[src/rtl/frame_rr_arbiter.sv]
// -----------------------------------------------------------------------------
// frame_rr_arbiter
//   Frame-locked round-robin arbiter for one egress port. Each ingress whose
//   destination matches egress_index competes; the winner stays locked to the
//   egress until it delivers a word marked last. The round-robin pointer then
//   moves to the port after the winner.
//
// Parameters
//   NUM_PORTS      number of ingress ports (2..16, any value)
//   DEST_W         width of each destination field
//   TIMEOUT_CYCLES stall limit, used only when ARB_TIMEOUT_EN is defined
//
// Ports
//   clk            rising-edge clock
//   reset          asynchronous, active-high reset
//   ingress_valid  per-ingress word valid
//   ingress_dest   per-ingress destination, port i at [i*DEST_W +: DEST_W]
//   ingress_last   per-ingress end-of-frame marker
//   egress_index   address of this egress (static after reset)
//   egress_ready   egress can accept a word
//   select         index of the granted ingress
//   grant          an ingress is locked to this egress
//   ingress_ready  one-hot-or-zero ready back to the ingress ports
//   egress_valid   granted ingress word valid
//   egress_last    granted ingress word is last
//   timeout        one-cycle pulse when the stall watchdog aborts a frame
//
// Build option
//   ARB_TIMEOUT_EN  adds a 16-bit stall watchdog; without it timeout is 0 and
//                   a locked frame waits indefinitely.
// -----------------------------------------------------------------------------
module frame_rr_arbiter #(
  parameter int NUM_PORTS      = 4,
  parameter int DEST_W         = 2,
  parameter int TIMEOUT_CYCLES = 256,
  localparam int SEL_W         = (NUM_PORTS > 2) ? $clog2(NUM_PORTS) : 1
) (
  input  logic                        clk,
  input  logic                        reset,
  input  logic [NUM_PORTS-1:0]        ingress_valid,
  input  logic [NUM_PORTS*DEST_W-1:0] ingress_dest,
  input  logic [NUM_PORTS-1:0]        ingress_last,
  input  logic [DEST_W-1:0]           egress_index,
  input  logic                        egress_ready,
  output logic [SEL_W-1:0]            select,
  output logic                        grant,
  output logic [NUM_PORTS-1:0]        ingress_ready,
  output logic                        egress_valid,
  output logic                        egress_last,
  output logic                        timeout
);

  localparam logic             STATE_IDLE = 1'b0;
  localparam logic             STATE_SEND = 1'b1;
  localparam logic [SEL_W-1:0] LAST_PORT  = SEL_W'(NUM_PORTS - 1);

  logic                 state_q, state_d;
  logic [SEL_W-1:0]     sel_q, sel_d;
  logic [SEL_W-1:0]     ptr_q, ptr_d;

  logic [NUM_PORTS-1:0] req;
  logic                 win_found;
  logic [SEL_W-1:0]     win_idx;
  int unsigned          scan_idx;
  logic [SEL_W-1:0]     scan_sel;

  logic                 sending;
  logic                 xfer;
  logic                 frame_end;
  logic                 abort;
  logic [SEL_W-1:0]     ptr_wrap;

  // Request vector: valid word addressed to this egress.
  always_comb begin
    req = '0;
    for (int unsigned i = 0; i < NUM_PORTS; i++) begin
      req[i] = ingress_valid[i] &&
               (ingress_dest[i*DEST_W +: DEST_W] == egress_index);
    end
  end

  // First requester at or after the pointer, wrapping at NUM_PORTS. The
  // pointer is always below NUM_PORTS, so one subtraction wraps the scan.
  always_comb begin
    win_found = 1'b0;
    win_idx   = '0;
    scan_idx  = 0;
    scan_sel  = '0;
    for (int unsigned k = 0; k < NUM_PORTS; k++) begin
      scan_idx = 32'(ptr_q) + k;
      if (scan_idx >= NUM_PORTS) begin
        scan_idx = scan_idx - NUM_PORTS;
      end
      scan_sel = SEL_W'(scan_idx);
      if (!win_found && req[scan_sel]) begin
        win_found = 1'b1;
        win_idx   = scan_sel;
      end
    end
  end

  assign sending      = (state_q == STATE_SEND);
  assign egress_valid = sending && ingress_valid[sel_q];
  assign egress_last  = sending && ingress_last[sel_q];
  assign xfer         = egress_valid && egress_ready;
  assign frame_end    = xfer && egress_last;
  assign ptr_wrap     = (sel_q == LAST_PORT) ? '0 : sel_q + SEL_W'(1);

  assign grant  = sending;
  assign select = sel_q;

  always_comb begin
    ingress_ready = '0;
    if (sending) begin
      ingress_ready[sel_q] = egress_ready;
    end
  end

`ifdef ARB_TIMEOUT_EN
  localparam logic [15:0] STALL_LIMIT = 16'(TIMEOUT_CYCLES - 1);

  logic [15:0] stall_q, stall_d;
  logic        timeout_q, timeout_d;

  // Abort only on a cycle with no transfer; a transfer always restarts the count.
  assign abort   = sending && !xfer && (stall_q == STALL_LIMIT);
  assign timeout = timeout_q;

  always_comb begin
    stall_d   = stall_q;
    timeout_d = abort;
    if (!sending) begin
      if (win_found) begin
        stall_d = '0;
      end
    end else if (xfer || abort) begin
      stall_d = '0;
    end else begin
      stall_d = stall_q + 16'd1;
    end
  end

  always_ff @(posedge clk or posedge reset) begin
    if (reset) begin
      stall_q   <= '0;
      timeout_q <= 1'b0;
    end else begin
      stall_q   <= stall_d;
      timeout_q <= timeout_d;
    end
  end
`else
  logic unused_timeout_cfg;

  assign abort              = 1'b0;
  assign timeout            = 1'b0;
  assign unused_timeout_cfg = ^16'(TIMEOUT_CYCLES);
`endif

  always_comb begin
    state_d = state_q;
    sel_d   = sel_q;
    ptr_d   = ptr_q;
    case (state_q)
      STATE_IDLE: begin
        if (win_found) begin
          sel_d   = win_idx;
          state_d = STATE_SEND;
        end
      end
      default: begin
        if (frame_end || abort) begin
          state_d = STATE_IDLE;
          ptr_d   = ptr_wrap;
        end
      end
    endcase
  end

  always_ff @(posedge clk or posedge reset) begin
    if (reset) begin
      state_q <= STATE_IDLE;
      sel_q   <= '0;
      ptr_q   <= '0;
    end else begin
      state_q <= state_d;
      sel_q   <= sel_d;
      ptr_q   <= ptr_d;
    end
  end

endmodule

[config.mk]
export PLATFORM = sky130hd
export DESIGN_NAME = frame_rr_arbiter
export DESIGN_NICKNAME = d
export VERILOG_FILES = /design/src/rtl/frame_rr_arbiter.sv
export SDC_FILE = /design/constraint.sdc
export NUM_CORES = 1
export LEC_CHECK = 0
export CORE_ASPECT_RATIO = 1.1
export CORE_UTILIZATION = 35
export DETAILED_ROUTE_END_ITERATION = 7
export GPL_TIMING_DRIVEN = 0
export HOLD_SLACK_MARGIN = 0.12
export PLACE_DENSITY = 0.76
export SYNTH_ARGS = -nofsm -noshare
export SYNTH_HDL_FRONTEND = slang
export SYNTH_SLANG_ARGS = --single-unit
[constraint.sdc]
create_clock -name clk -period 1.6 [get_ports clk]
set_input_delay 0.32 -clock clk [delete_from_list [all_inputs] [get_ports clk]]
set_output_delay 0.32 -clock clk [all_outputs]
set_load 0.05 [all_outputs]
==> flow_summary.ini, run 1 <==
[yosys]
syn-num-nets = 86
synth_area_leader_cell = dfrtp_1
syn_area_per_cell_sq_um = 9.866
synth_warnings = 0
synth_seq_cells = 5
ys_types = 27
synth_area_leaders = dfrtp_1 21%, mux4_1 8.7%, xnor2_1 8.7%
yosysTopAreaCellShare_pct = 20.79
synth_cells = 61
synth.cell_area_sq_um = 601.8
ys_seq_area_share_pct = 20.79

[timing]
setup_viol = 8
fin_crit_sh_pct = 115.0
fin_crit_ns = 1.840
finalHoldViolCount = 0
skew_ns = 0.002694
rsz0062_at_grt = yes
setup_slack_ns = -0.2397
drv_slew = 0
fmax_mhz = 543.6

[routing]
dr.pass1.iters = 4
wl_per_cell_um = 13.05
vias_per_cell = 5.183
drc = 0
wl_um = 1501
antenna_left = 0
vias = 596
drt_iter0_markers = 2

[critical_path]
critPathLaunchType = flop
path_delay_family = multiplexers
cp_num_buf_inv = 1
path_cells = mux4_2 > and2_4 > buf_6
critical_path_class = reg2out
cp_data_required_time_ns = 1.28
crit_arrival_ns = 1.52
slowest_stage = mux4_2
crit_path_end_kind = output port
crit_path_max_fanout = 4
slowest_delay_ns = 0.52

[pwr]
internal_power_uw = 834.9
ir_drop_v = 0.0006766
combPwrFrac_pct = 72.6
switching_share_pct = 48.29
p_per_area_nw_per_um2 = 1579
power_frac_seq_pct = 18.3
switching_power_uw = 779.7
leakagePower_nw = 0.4485
clkPwrFrac_pct = 9.1

[global_route]
grt_max_degree = 11
grt_util_all_layers_pct = 17.59
antenna_found_initial = 0
overflow = 0
first_global_vias = 578
grt_pass1_wl_um = 2470

[die]
die_area_sq_um = 1889
io_pins = 31
initial_core_util_pct = 37.73
fp-row-count = 15
die_w_um = 41.54
die_y_um = 45.49
core_area_sq_um = 1595

[cts]
clk_latency_ns = 0.24
cts_max_level = 1
path_clk_slew_ns = 0.04
clock-sinks = 5
cts-root-buf = clkbuf_4
cts_max_path_buffers = 2
cts_buffers = 3
cts_tree = built

[hold_path]
hold_path.class = in2async

[finish]
num_antenna_cells = 0
drive_gt1_share_pct = 42.86
fin_nets = 124
final_cells = 115
area.growth.synth_to_final_pct = 69.85

[place]
gp_congestion = 0.6941
io_buffers = 27
hpwlAfterDp_um = 1044
dp_slack_ns = -0.8642
dp.cells = 105

[outcome]
outcome = finished with violations
violations = setup timing

[flow_run]
drv_cap = 0
[through the flow]
step                      hold slack, ns  util, %  power (mW)  setup TNS [ns]  area, sq um
after detailed placement          0.5347    56.47       1.266          -4.746        900.9
after global routing              0.2819    64.08       1.699          -1.607         1022
after floorplan                  0.09840        -      0.9743         -0.1320        609.3
after CTS                         0.2749    61.49       1.534          -1.125        980.9
after global placement            0.5291    56.47       1.256          -4.598        900.9
final                             0.2687    64.08       1.615          -1.289         1022
[cell families (layout without fill, tap and decap cells)]
kind of cell / Yosys count / in the layout / synth area share [%]
simple gates: 23 / 23 / 22.04
compound gates: 10 / 10 / 14.34
xor+xnor: 8 / 8 / 14.14
buf+inv: 7 / 44 / 8.524
flops: 5 / 5 / 20.79
fa+ha+maj: 4 / 4 / 8.316
mux: 3 / 3 / 11.23
other cells: 1 / 1 / 0.6231
[power groups by stage]
stage	sequential, mW	combinational [mW]	clock (mW)
3_3_place_gp	0.309	0.947	0
3_5_place_dp	0.307	0.958	0
2_1_floorplan	0.393	0.581	0
4_1_cts	0.297	1.09	0.152
6_report	0.295	1.17	0.148
5_1_grt	0.311	1.23	0.158
[cells in the mapped netlist]
| cell | number |
|---|---|
| and3_1 | 6 |
| xnor2_1 | 6 |
| dfrtp_1 | 5 |
| nand3_1 | 5 |
| ha_1 | 4 |
| nor2_1 | 4 |
| inv_1 | 3 |
| nand2_1 | 3 |
| o21a_1 | 3 |
| buf_6 | 2 |
| mux4_1 | 2 |
| o31ai_1 | 2 |
| xnor2_2 | 2 |
| a2bb2oi_1 | 1 |
| a31o_1 | 1 |
| a41o_1 | 1 |
| and2_1 | 1 |
| and2_2 | 1 |
| buf_4 | 1 |
| clkdlybuf4s18_2 | 1 |
| conb_1 | 1 |
| mux2_4 | 1 |
| nand3_2 | 1 |
| nand4_2 | 1 |
| nor3b_1 | 1 |
| o21ai_0 | 1 |
| o41ai_2 | 1 |
[repair_timing]
item / CTS / global route
pin swaps: 0 / 0
hold buffers: 0 / 0
endpoints found under the setup margin: 10 / 9
hold endpoints to repair: 0 / 0
resized for setup: 57 / 6
buffers inserted: 4 / 2
[per-layer routing]
layer / track usage, % / wire (um) / vias to the layer above
li1: - / - / 288
met1: 19.32 / 509 / 279
met2: 33.13 / 899 / 25
met3: 3.571 / 69 / 4
met4: 7.742 / 23 / 0
met5: 0 / 0 / -
[cell type report]
class                      count  area (sq um)
inverter                       3         11.26
timing repair buffer          33         327.8
clock buffer                   4         26.28
fill                         139         573.1
sequential                     5         131.4
multi-input combinational     49         469.2
buffer                         4         35.03
tap                           17         21.27
[worst paths after layout]
kind | endpoint | cells past startpoint | startpoint | slack [ns]
max | egress_valid | 3 | select[0]$_DFFE_PP0P_ | -0.24
min | ptr_q[0]$_DFFE_PP0P_ | 2 | reset | 0.27
max reg2reg | ptr_q[1]$_DFFE_PP0P_ | 5 | select[0]$_DFFE_PP0P_ | -0.17
min reg2reg | select[1]$_DFFE_PP0P_ | 2 | select[1]$_DFFE_PP0P_ | 0.61
max in group asynchronous | select[0]$_DFFE_PP0P_ | 2 | reset | 1.15
min in group clk | select[0]$_DFFE_PP0P_ | 6 | egress_index[0] | 0.60
[cells in the final DEF (no fill, tap or decap), types with 2 or more instances in the layout]
cell type / Yosys / routed
xnor2_1: 6 / 6
ha_1: 4 / 2
and3_4: 0 / 2
o21a_1: 3 / 3
inv_1: 3 / 3
clkdlybuf4s50_1: 0 / 14
dlygate4sd2_1: 0 / 6
nand3_2: 1 / 2
mux4_2: 0 / 2
nand3_1: 5 / 4
buf_4: 1 / 6
buf_8: 0 / 2
clkbuf_4: 0 / 3
buf_6: 2 / 7
xnor2_2: 2 / 2
dfrtp_2: 0 / 2
nand2_1: 3 / 3
and3_2: 0 / 3
dfrtp_1: 5 / 2
and2_4: 0 / 2
nor2_1: 4 / 4
[state kept, by name, summed over array words and instances, names as in the netlist]
signal / cells
ptr_q: 2
select: 2
grant: 1
Note: power is estimated with default switching activity, not from simulation.
==> run 2: changes to the inputs <==
CORE_MARGIN = 4   (was default)
SETUP_SLACK_MARGIN = 0.4   (was default)
==> run 2 against run 1 <==
Compared with the run above:
- the flow still finishes with violations (setup timing)
- clock power hardly changed
- via count is 3.2% higher
- global-route usage is 4.2 points lower
- critical path type unchanged
==> flow_summary.ini, run 2 (synthesis results as in run 1) <==
[global_route]
overflow = 0
grt_util_all_layers_pct = 13.39
antenna_found_initial = 0
grt_pass1_wl_um = 2428
first_global_vias = 593
grt_max_degree = 11

[outcome]
violations = setup timing
outcome = finished with violations

[routing]
wl_per_cell_um = 13.15
vias = 615
antenna_left = 0
wl_um = 1591
drc = 0
dr.pass1.iters = 4
vias_per_cell = 5.083
drt_iter0_markers = 2

[finish]
stdcell_area_sq_um = 1114
mostFrequentLayoutCells = 12 x buf_4, 8 x xnor2_2, 7 x buf_6
num_antenna_cells = 0
final_cells = 121
drive_gt1_share_pct = 64.42
fin_nets = 130
area.growth.synth_to_final_pct = 85.03
post-route-util_pct = 69.80
layout_commonest_cell = buf_4

[critical_path]
crit_arrival_ns = 1.51
critPathLaunchType = flop
cp_data_required_time_ns = 1.28
crit_path_max_fanout = 5
crit_path_end_kind = output port
critical_path_class = reg2out

[place]
dp_slack_ns = -0.8597
dp.cells = 105
hpwlAfterDp_um = 1169
gp_congestion = 0.7319
io_buffers = 27
dpl_cell_area_sq_um = 940.9

[pwr]
ir_drop_v = 0.0006120
power_frac_seq_pct = 17.5
leakagePower_nw = 0.5174
switching_power_uw = 804.4
internal_power_uw = 958.9
p_per_area_nw_per_um2 = 1583
switching_share_pct = 45.62
clkPwrFrac_pct = 8.3
combPwrFrac_pct = 74.2

[cts]
cts-root-buf = clkbuf_4
path_clk_slew_ns = 0.05
cts_tree = built
clock-sinks = 5
cts_buffers = 3
cts_max_path_buffers = 2
cts_max_level = 1
clk_latency_ns = 0.24

[die]
initial_core_util_pct = 37.73
die_area_sq_um = 2448
fp-row-count = 15
core_area_sq_um = 1595
die_y_um = 51.49
io_pins = 31
die_w_um = 47.54

[timing]
finalHoldViolCount = 0
skew_ns = 0.004960
setup_slack_ns = -0.2267
fmax_mhz = 547.4
fin_setup_tns_ns = -1.067
rsz0062_at_grt = yes
drv_slew = 0
fin_crit_sh_pct = 114.2
setup_viol = 7
fin_crit_ns = 1.827

[flow_run]
drv_cap = 0

[hold_path]
hold_path.class = in2async
run 2: cell count changes in the layout (fill, tap and decap cells not counted), moves of 2 or more:
cell,before,now
buf_8,2,6
buf_4,6,12
clkbuf_2,0,5
xnor2_1,6,0
and3_4,2,5
and3_2,3,0
clkdlybuf4s50_1,14,5
inv_1,3,1
inv_2,0,2
xnor2_2,2,8
run 2: metrics by stage:
| stage | power, mW | hold slack, ns |
|---|---|---|
| 6_report | 1.763 | 0.2764 |
| 5_1_grt | 1.876 | 0.2917 |
| 4_1_cts | 1.644 | 0.2768 |
| 3_5_place_dp | 1.305 | 0.5285 |
| 3_3_place_gp | 1.289 | 0.5250 |
| 2_1_floorplan | 1.003 | 0.09840 |
run 2: power groups by stage:
stage / logic [mW] / registers, mW / clock network, mW
3_5_place_dp: 0.995 / 0.310 / 0
5_1_grt: 1.39 / 0.322 / 0.161
4_1_cts: 1.19 / 0.304 / 0.151
3_3_place_gp: 0.978 / 0.311 / 0
6_report: 1.31 / 0.309 / 0.146
2_1_floorplan: 0.607 / 0.395 / 0
run 2: final timing paths:
check | from | end | slack, ns | depth (start not counted)
worst max-delay path | select[0]$_DFFE_PP0P_ | egress_last | -0.23 | 3
worst min-delay path | reset | ptr_q[1]$_DFFE_PP0P_ | 0.28 | 2
worst max register to register | select[0]$_DFFE_PP0P_ | ptr_q[1]$_DFFE_PP0P_ | -0.05 | 4
worst min register to register | ptr_q[0]$_DFFE_PP0P_ | ptr_q[0]$_DFFE_PP0P_ | 0.58 | 2
max in group asynchronous | reset | select[0]$_DFFE_PP0P_ | 1.13 | 2
min in group clk | ptr_q[0]$_DFFE_PP0P_ | ptr_q[0]$_DFFE_PP0P_ | 0.58 | 2
run 2: repair_timing:
action / CTS / global route
pin swaps: 16 / 10
hold buffers: 0 / 0
setup endpoints to repair: 14 / 13
gates resized for setup: 93 / 20
setup buffers: 8 / 4
run 2: layout make-up:
| type | count | area, sq um |
|---|---|---|
| buffer | 4 | 45.04 |
| clock buffer | 4 | 26.28 |
| fill | 140 | 481.7 |
| inverter | 3 | 11.26 |
| multi-input combinational | 49 | 526.8 |
| sequential | 5 | 132.6 |
| tap | 17 | 21.27 |
| timing repair buffer | 39 | 350.3 |
run 2: metal layers:
layer | share of wire [%] | track usage [%] | routed length (um)
met1 | 36 | 13.65 | 573
met2 | 54 | 26.56 | 866
met3 | 9.5 | 3.460 | 151
met4 | 0 | 1.345 | 0
met5 | 0 | 0 | 0
run 2: worst max-delay path, cell delays in order, from the launching register on:
cell and delay [ns]:
dfrtp_4 0.45, mux4_2 0.52, and2_4 0.16, buf_8 0.14
